[src/rtl/bit_stuffer.sv]
// USB bit-stuff stage. Inserts a 0 after STUFF_LEN consecutive 1s and stalls the CRC stage while it emits that bit.
// Ports: clock/reset, in_bit/in_valid/in_last -> bs_ready; out_bit/out_valid/out_last <- out_ready; pkt_done.
// Optional BIT_STUFFER_STATS_EN adds the stuff_count port.
module bit_stuffer #(
  parameter int STUFF_LEN = 6,
  parameter int CNT_W     = 8
) (
  input  logic             clock,
  input  logic             reset,
  input  logic             in_bit,
  input  logic             in_valid,
  input  logic             in_last,
  output logic             bs_ready,
  output logic             out_bit,
  output logic             out_valid,
  output logic             out_last,
  input  logic             out_ready,
  output logic             pkt_done
`ifdef BIT_STUFFER_STATS_EN
  ,
  output logic [CNT_W-1:0] stuff_count
`endif
);

  typedef enum logic [1:0] {
    IDLE,
    XFER,
    STUFF
  } state_t;

  localparam logic [2:0] STUFF_N = 3'(STUFF_LEN);

  if (STUFF_LEN < 2 || STUFF_LEN > 7 || CNT_W < 1) begin : g_bad_param
    $error("bit_stuffer: illegal STUFF_LEN or CNT_W");
  end

  state_t     state_q, state_d;
  logic [2:0] ones_cnt_q, ones_cnt_d;
  logic       last_pend_q, last_pend_d;
  logic       out_bit_q, out_bit_d;
  logic       out_valid_q, out_valid_d;
  logic       out_last_q, out_last_d;
  logic       pkt_done_q, pkt_done_d;
`ifdef BIT_STUFFER_STATS_EN
  logic [CNT_W-1:0] stuff_cnt_q, stuff_cnt_d;
`endif

  logic       adv;
  logic       acc;
  logic [2:0] ones_inc;
  logic       need_stuff;

  always_comb begin
    adv        = out_ready | ~out_valid_q;
    bs_ready   = ~reset & adv & (state_q != STUFF);
    acc        = in_valid & bs_ready;
    ones_inc   = in_bit ? ones_cnt_q + 3'd1 : 3'd0;
    need_stuff = in_bit & (ones_inc == STUFF_N);

    state_d     = state_q;
    ones_cnt_d  = ones_cnt_q;
    last_pend_d = last_pend_q;
    out_bit_d   = out_bit_q;
    out_valid_d = out_valid_q;
    out_last_d  = out_last_q;
    pkt_done_d  = out_valid_q & out_last_q & out_ready;
`ifdef BIT_STUFFER_STATS_EN
    stuff_cnt_d = stuff_cnt_q;
`endif

    // Output slot drains whenever it may advance; a load below refills it.
    if (adv) begin
      out_valid_d = 1'b0;
      out_last_d  = 1'b0;
    end

    if (state_q == STUFF) begin
      if (adv) begin
        out_bit_d   = 1'b0;
        out_valid_d = 1'b1;
        out_last_d  = last_pend_q;
        ones_cnt_d  = 3'd0;
        last_pend_d = 1'b0;
        state_d     = last_pend_q ? IDLE : XFER;
`ifdef BIT_STUFFER_STATS_EN
        if (stuff_cnt_q != '1)
          stuff_cnt_d = stuff_cnt_q + 1'b1;
`endif
      end
    end else if (acc) begin
      out_bit_d   = in_bit;
      out_valid_d = 1'b1;
      // When a stuff follows, the trailing 0 carries the packet end.
      out_last_d  = in_last & ~need_stuff;
`ifdef BIT_STUFFER_STATS_EN
      if (state_q == IDLE)
        stuff_cnt_d = '0;
`endif
      if (need_stuff) begin
        state_d     = STUFF;
        last_pend_d = in_last;
        ones_cnt_d  = ones_inc;
      end else if (in_last) begin
        state_d    = IDLE;
        ones_cnt_d = 3'd0;
      end else begin
        state_d    = XFER;
        ones_cnt_d = ones_inc;
      end
    end
  end

  always_ff @(posedge clock or posedge reset) begin
    if (reset) begin
      state_q     <= IDLE;
      ones_cnt_q  <= 3'd0;
      last_pend_q <= 1'b0;
      out_bit_q   <= 1'b0;
      out_valid_q <= 1'b0;
      out_last_q  <= 1'b0;
      pkt_done_q  <= 1'b0;
`ifdef BIT_STUFFER_STATS_EN
      stuff_cnt_q <= '0;
`endif
    end else begin
      state_q     <= state_d;
      ones_cnt_q  <= ones_cnt_d;
      last_pend_q <= last_pend_d;
      out_bit_q   <= out_bit_d;
      out_valid_q <= out_valid_d;
      out_last_q  <= out_last_d;
      pkt_done_q  <= pkt_done_d;
`ifdef BIT_STUFFER_STATS_EN
      stuff_cnt_q <= stuff_cnt_d;
`endif
    end
  end

  assign out_bit   = out_bit_q;
  assign out_valid = out_valid_q;
  assign out_last  = out_last_q;
  assign pkt_done  = pkt_done_q;
`ifdef BIT_STUFFER_STATS_EN
  assign stuff_count = stuff_cnt_q;
`endif

endmodule

[config.mk]
export PLATFORM = sky130hd
export DESIGN_NAME = bit_stuffer
export DESIGN_NICKNAME = d
export VERILOG_FILES = /design/src/rtl/bit_stuffer.sv
export SDC_FILE = /design/constraint.sdc
export NUM_CORES = 1
export LEC_CHECK = 0
export CAP_MARGIN = 10
export CORE_AREA = 3 3 40 42
export DETAILED_ROUTE_END_ITERATION = 8
export DIE_AREA = 0 0 43 45
export PLACE_DENSITY = 0.69
export REMOVE_ABC_BUFFERS = 1
export SLEW_MARGIN = 0
export SYNTH_ARGS = -nofsm -noshare
export SYNTH_HDL_FRONTEND = slang
export SYNTH_SLANG_ARGS = --single-unit
[constraint.sdc]
create_clock -name clock -period 1.98 [get_ports clock]
set_input_delay 0.297 -clock clock [delete_from_list [all_inputs] [get_ports clock]]
set_output_delay 0.297 -clock clock [all_outputs]
set_load 0.05 [all_outputs]
# Word level (Yosys, flattened, before mapping)
# Cells that the tools add are included.
totals:
  ff_bits: 10
  latchBits: 0
  mem_bits_rw: 0
  romBits: 0
  in_bits: 6
  out_inout_bits: 5
  word_cells: 53
  mem_count: 0
op_classes:
  n_addsub: 1
  n_mul: 0
  n_div: 0
  order_cmp: 0
  n_eq_ne: 4
  shifts: 0
  mux: 26
  n_bitwise: 11
  reduce_logical: 4
ops:
  columns: ["cell", "n"]
  rows:
  - ["$mux W3", 6]
  - ["$mux W1", 16]
  - ["$mux W2", 4]
  - ["$and A1 B1 Y1", 7]
  - ["$ne A2 B2 Y1 const B", 2]
  - ["$reduce_bool A2 Y1", 2]
  - ["$add A3 B1 Y3 const B", 1]
  - ["$eq A3 B3 Y1 const B", 1]
  - ["$not A1 Y1", 3]
  - ["$reduce_and A3 Y1", 1]
  - ["$eq A2 B2 Y1 const B", 1]
  - ["$reduce_and A2 Y1", 1]
  - ["$or A1 B1 Y1", 1]

# Depth between registers and ports, before layout
# Gate-level depths: netlist of the first run.
depth:
  ltp_word: 8
  depth_mapped: 5
  mapped_depth_nobuf: 5

# Worst setup path after synthesis of the first run
# No wires, ideal clock.
synth_timing:
  path_type: "flip-flop to output port"
  start: "reg out_valid_q (netlist: out_valid)"
  end: "out bs_ready"
  arrival_ns: 1.919
  required_time_ns: 1.683
  slack_ns: -0.236
  stages_incl_launch_ff: 3
  n_path_buf: 0
  path_cell_list: "dfrtp_1 and2b_1 nor3_1"
synth_via:
  elab_chain_cells: 4
synth_rtl:
  columns: ["item", "line", "rtl"]
  rows:
  - ["start, declared", "41", "logic out_valid_q, out_valid_d;"]
  - ["start signal, assigned", "130", "out_valid_q <= out_valid_d;"]
  - ["$not A1 Y1", "54", "adv = out_ready | ~out_valid_q;"]
  - ["$or A1 B1 Y1", "54", null]
  - ["$and A1 B1 Y1 (2 in a row)", "55", "bs_ready = ~reset & adv & (state_q != STUFF);"]
  - ["end, declared", "13", "output logic bs_ready,"]
# Every way passes these cells.

# Worst setup path after layout of the first run
layout_timing:
  start: "in out_ready"
  end: "out bs_ready"
layout_via:
  elab_chain_cells: 3
layout_rtl:
  columns: ["item", "line", "rtl"]
  rows:
  - ["start, declared", "17", "input logic out_ready,"]
  - ["$or A1 B1 Y1", "54", null]
  - ["$and A1 B1 Y1 (2 in a row)", "55", null]
# Every way passes these cells.

==> metrics list, run 1 <==
- Outcome: finished, final reports clean
* CTS HTree Levels: 1
- The floorplan step defined a die boundary enclosing 1940 um2.
- Routability-driven placement finished with a final weighted congestion of 0.819.
* Number of buffers inserted by post-CTS setup repair: 0
* Top-area cell type share of the netlist area: 45.7%
- The final critical path takes up 92.1% of the cycle.
* CTS tree: yes
* Switching pwr: 0.148 mW
- Layout cells sized above 1: 15.5%
- Cell types with the largest area share after synthesis: dfrtp_1, nand2_1, o2111ai_4
- The pre-antenna-repair detailed-routing pass consisted of 4 iterations.
* Sink Count: 10
- I/O pin cnt: 11
- Maximum number of pins on one net before global-route repair: 11
* Number of nets still failing antenna checks after routing: 0
* Cell area after synthesis: 548 um2
* Worst-case headroom to the max-slew limit: 67.2%
- Overflow left after global routing: 0
- Across the routed clock network, the largest skew measured is 0.00630 ns.
- At the end of the flow the core is filled with cells to 56.1%.
- Dominant cell type by area after synthesis: dfrtp_1
- Drt drc: 0
- Synthesis produced a netlist whose cell count is 56.
* CP required: 1.68 ns
- The final max-slew violation count came to 0.
- Measured along the x axis, the die boundary spans 43 um.
- Setup-violating endpoint count in the final report: 0
* Top FF cell, synth: dfrtp_1
- The longest clock path from root to sink contains 2 buffers.
- Core area: 1280 um2
- Placed instance count: 82
* Sw frac: 28.2%
* Fill count: 119
- Count of non-filler cells in the finished layout: 86
* Highest clock frequency the design can meet: 548 MHz
* Wire length of the first global-routing pass: 1890 um
- IR Drop Worst-Case VDD: 0.000377 V
- Arr. time, crit path: 1.53 ns
- Clock-pin transition on the worst setup and hold timing paths: 0.07 ns
- Along the worst path, the maximum fanout reaches 5.
- After synthesis, the netlist uses 26 different library cells.
- Proportion of power drawn by the clock network: 34.6%
* Via count of the first global-routing pass: 445
- Power spread over the standard cell area amounts to 727 nW/um2.
- Vias per Instance: 5.41
* Diodes inserted: 0
* Power share of the sequential group: 44.2%
- Static leakage power: 0.335 nW
* Post-DP HPWL: 828 um
* Critical path start-end classification: in2out
- Global router's overall resource usage: 13.2%
- The worst setup path is launched from an input pin.
- Sequential fraction of the synthesis area: 45.7%
- STA classifies the critical path endpoint as an output port.
- Wires add up to 1040 um.
- The internal portion of the total power is 0.377 mW.
- Delay contributed by the slowest stage of the critical path: 0.50 ns
* Initial core utilization: 42.6%
- The worst path in the final design needs a cycle of 1.82 ns, including I/O delays and setup.
- RSZ-0062 raised after global routing: no
- Max Cap Viol: 0
- Yosys mapped a number of flops with a built-in enable equal to 0.
* Layout Nets: 79
- Post-CTS Hold Buffers: 0
- Across all layers, the routed design uses 465 vias.
- The total count of hold-check failures in the final report was 0.
- At the pin with the least slew margin, the transition time is 0.490 ns.
- Total of buffers placed on input and output ports: 10
- Initial antenna violation count: 0
- Of all flip-flops after synthesis, the portion carrying an async set or reset was 100%.
- Clock tree synthesis inserted a total of 3 buffers.
- Mean instance size in the synthesized netlist: 9.79 um2
* Wire length per cell: 12.1 um
- Compared with the post-synthesis result, the final layout area differs by 31.5%.
- Total number of yosys warnings: 0
- After floorplanning, the core was divided into 13 placement rows.
- Height of the die: 45 um
- Combinational logic is responsible for 21.2% of the overall power.
- The signal on the critical path passes through clkdlybuf4s50_1 -> and2b_1 -> nor3_1 -> buf_12.
* Clock latency at the later pin of the worst-skew pair: 0.27 ns
* FF+latch count, synth: 10
- Clock root buffer: clkbuf_4
* Path class of the lowest-slack min-delay path: in2async
- Iteration-0 DRC Markers: 13
- The number of gates resized after CTS was 0.
- The slowest stage of the critical path is the clkdlybuf4s50_1 cell.
cell type report:
| type | count | area (um2) | share of cell area (%) |
|---|---|---|---|
| flip-flops and latches | 10 | 250 | 34.7 |
| well taps | 15 | 18.8 | 2.60 |
| multi-input cells | 45 | 294 | 40.8 |
| clock buffers | 4 | 36.3 | 5.03 |
| repair buffers | 11 | 118 | 16.3 |
| inverters | 1 | 3.75 | 0.521 |
power groups by stage:
stage | registers, mW | logic (mW) | clock network (mW)
2_1_floorplan | 0.257 | 0.0475 | 0
3_3_place_gp | 0.235 | 0.111 | 0
3_5_place_dp | 0.236 | 0.112 | 0
4_1_cts | 0.232 | 0.112 | 0.187
5_1_grt | 0.235 | 0.120 | 0.199
6_report | 0.232 | 0.111 | 0.181
sequential cells by signal, summed over array words and instances, names as in the netlist, named ones only:
| signal | count |
|---|---|
| ones_cnt_q | 3 |
| state_q | 2 |
| out_valid | 1 |
| last_pend_q | 1 |
| out_bit | 1 |
| pkt_done | 1 |
final timing paths:
check	to	from	depth (start not counted)	slack (ns)
setup / recovery	bs_ready	out_ready	4	0.16
hold / removal	out_bit	reset	2	0.36
setup reg to reg	last_pend_q	ones_cnt_q[0]	5	0.31
hold reg to reg	out_bit	out_bit	2	0.50
max in group asynchronous	ones_cnt_q[1]	reset	2	1.33
min in group clock	out_bit	out_bit	2	0.50
cells in the mapped netlist, drive strengths merged, types with 2 or more instances:
cell      n
a21oi     2
and2b     4
dfrtp    10
nand2    12
nand2b    2
nand3     2
nand3b    2
nor2      2
nor3      3
o2111ai   2
o21ai     3
or2b      2
layer usage:
metal,track usage [%],part of all wire [%],up-vias
li1,-,-,232
met1,16.2,45,220
met2,21.3,49,13
met3,5.98,6.0,0
met4,3.61,0,0
met5,0,0,-
kinds of logic after synthesis:
| family | synth area share [%] |
|---|---|
| buffers and inverters | 0.684 |
| and+or+nand+nor | 31.7 |
| AOI/OAI and AO/OA | 19.6 |
| adders and majority gates | 2.28 |
| DFF | 45.7 |
cell usage in the layout (no fill, tap or decap), types with 3 or more instances in the layout:
cell type,instances
clkbuf_4,3
clkdlybuf4s50_1,9
dfrtp_1,10
nand2_1,12
o21ai_0,3
per-stage QoR:
step | hold slack [ns] | power (mW) | TNS, ns | area [um2] | setup WS [ns]
5_1_grt | 0.399 | 0.554 | 0 | 721 | 0.0595
6_report | 0.363 | 0.524 | 0 | 721 | 0.156
2_1_floorplan | 0.137 | 0.304 | -0.236 | 548 | -0.236
3_3_place_gp | 0.462 | 0.346 | 0 | 684 | 0.174
4_1_cts | 0.367 | 0.532 | 0 | 721 | 0.155
3_5_place_dp | 0.501 | 0.348 | 0 | 684 | 0.181
critical path, delay by kind of cell:
kind / cells / cell delay [ns]
simple gates: 2 / 0.54
buf+inv: 2 / 0.69
(Power assumes the default switching activity.)
==> run 2: changes to the inputs <==
Settings changed: SLEW_MARGIN 0 to 20.
==> results of run 2 <==
Final layout, timing and power as in run 1 (identical DEF).
==> run 3: changes to the inputs <==
Settings changed: ABC_CLOCK_PERIOD_IN_PS set to 1980.
==> results of run 3 <==
Final layout, timing and power as in run 1 (identical DEF).
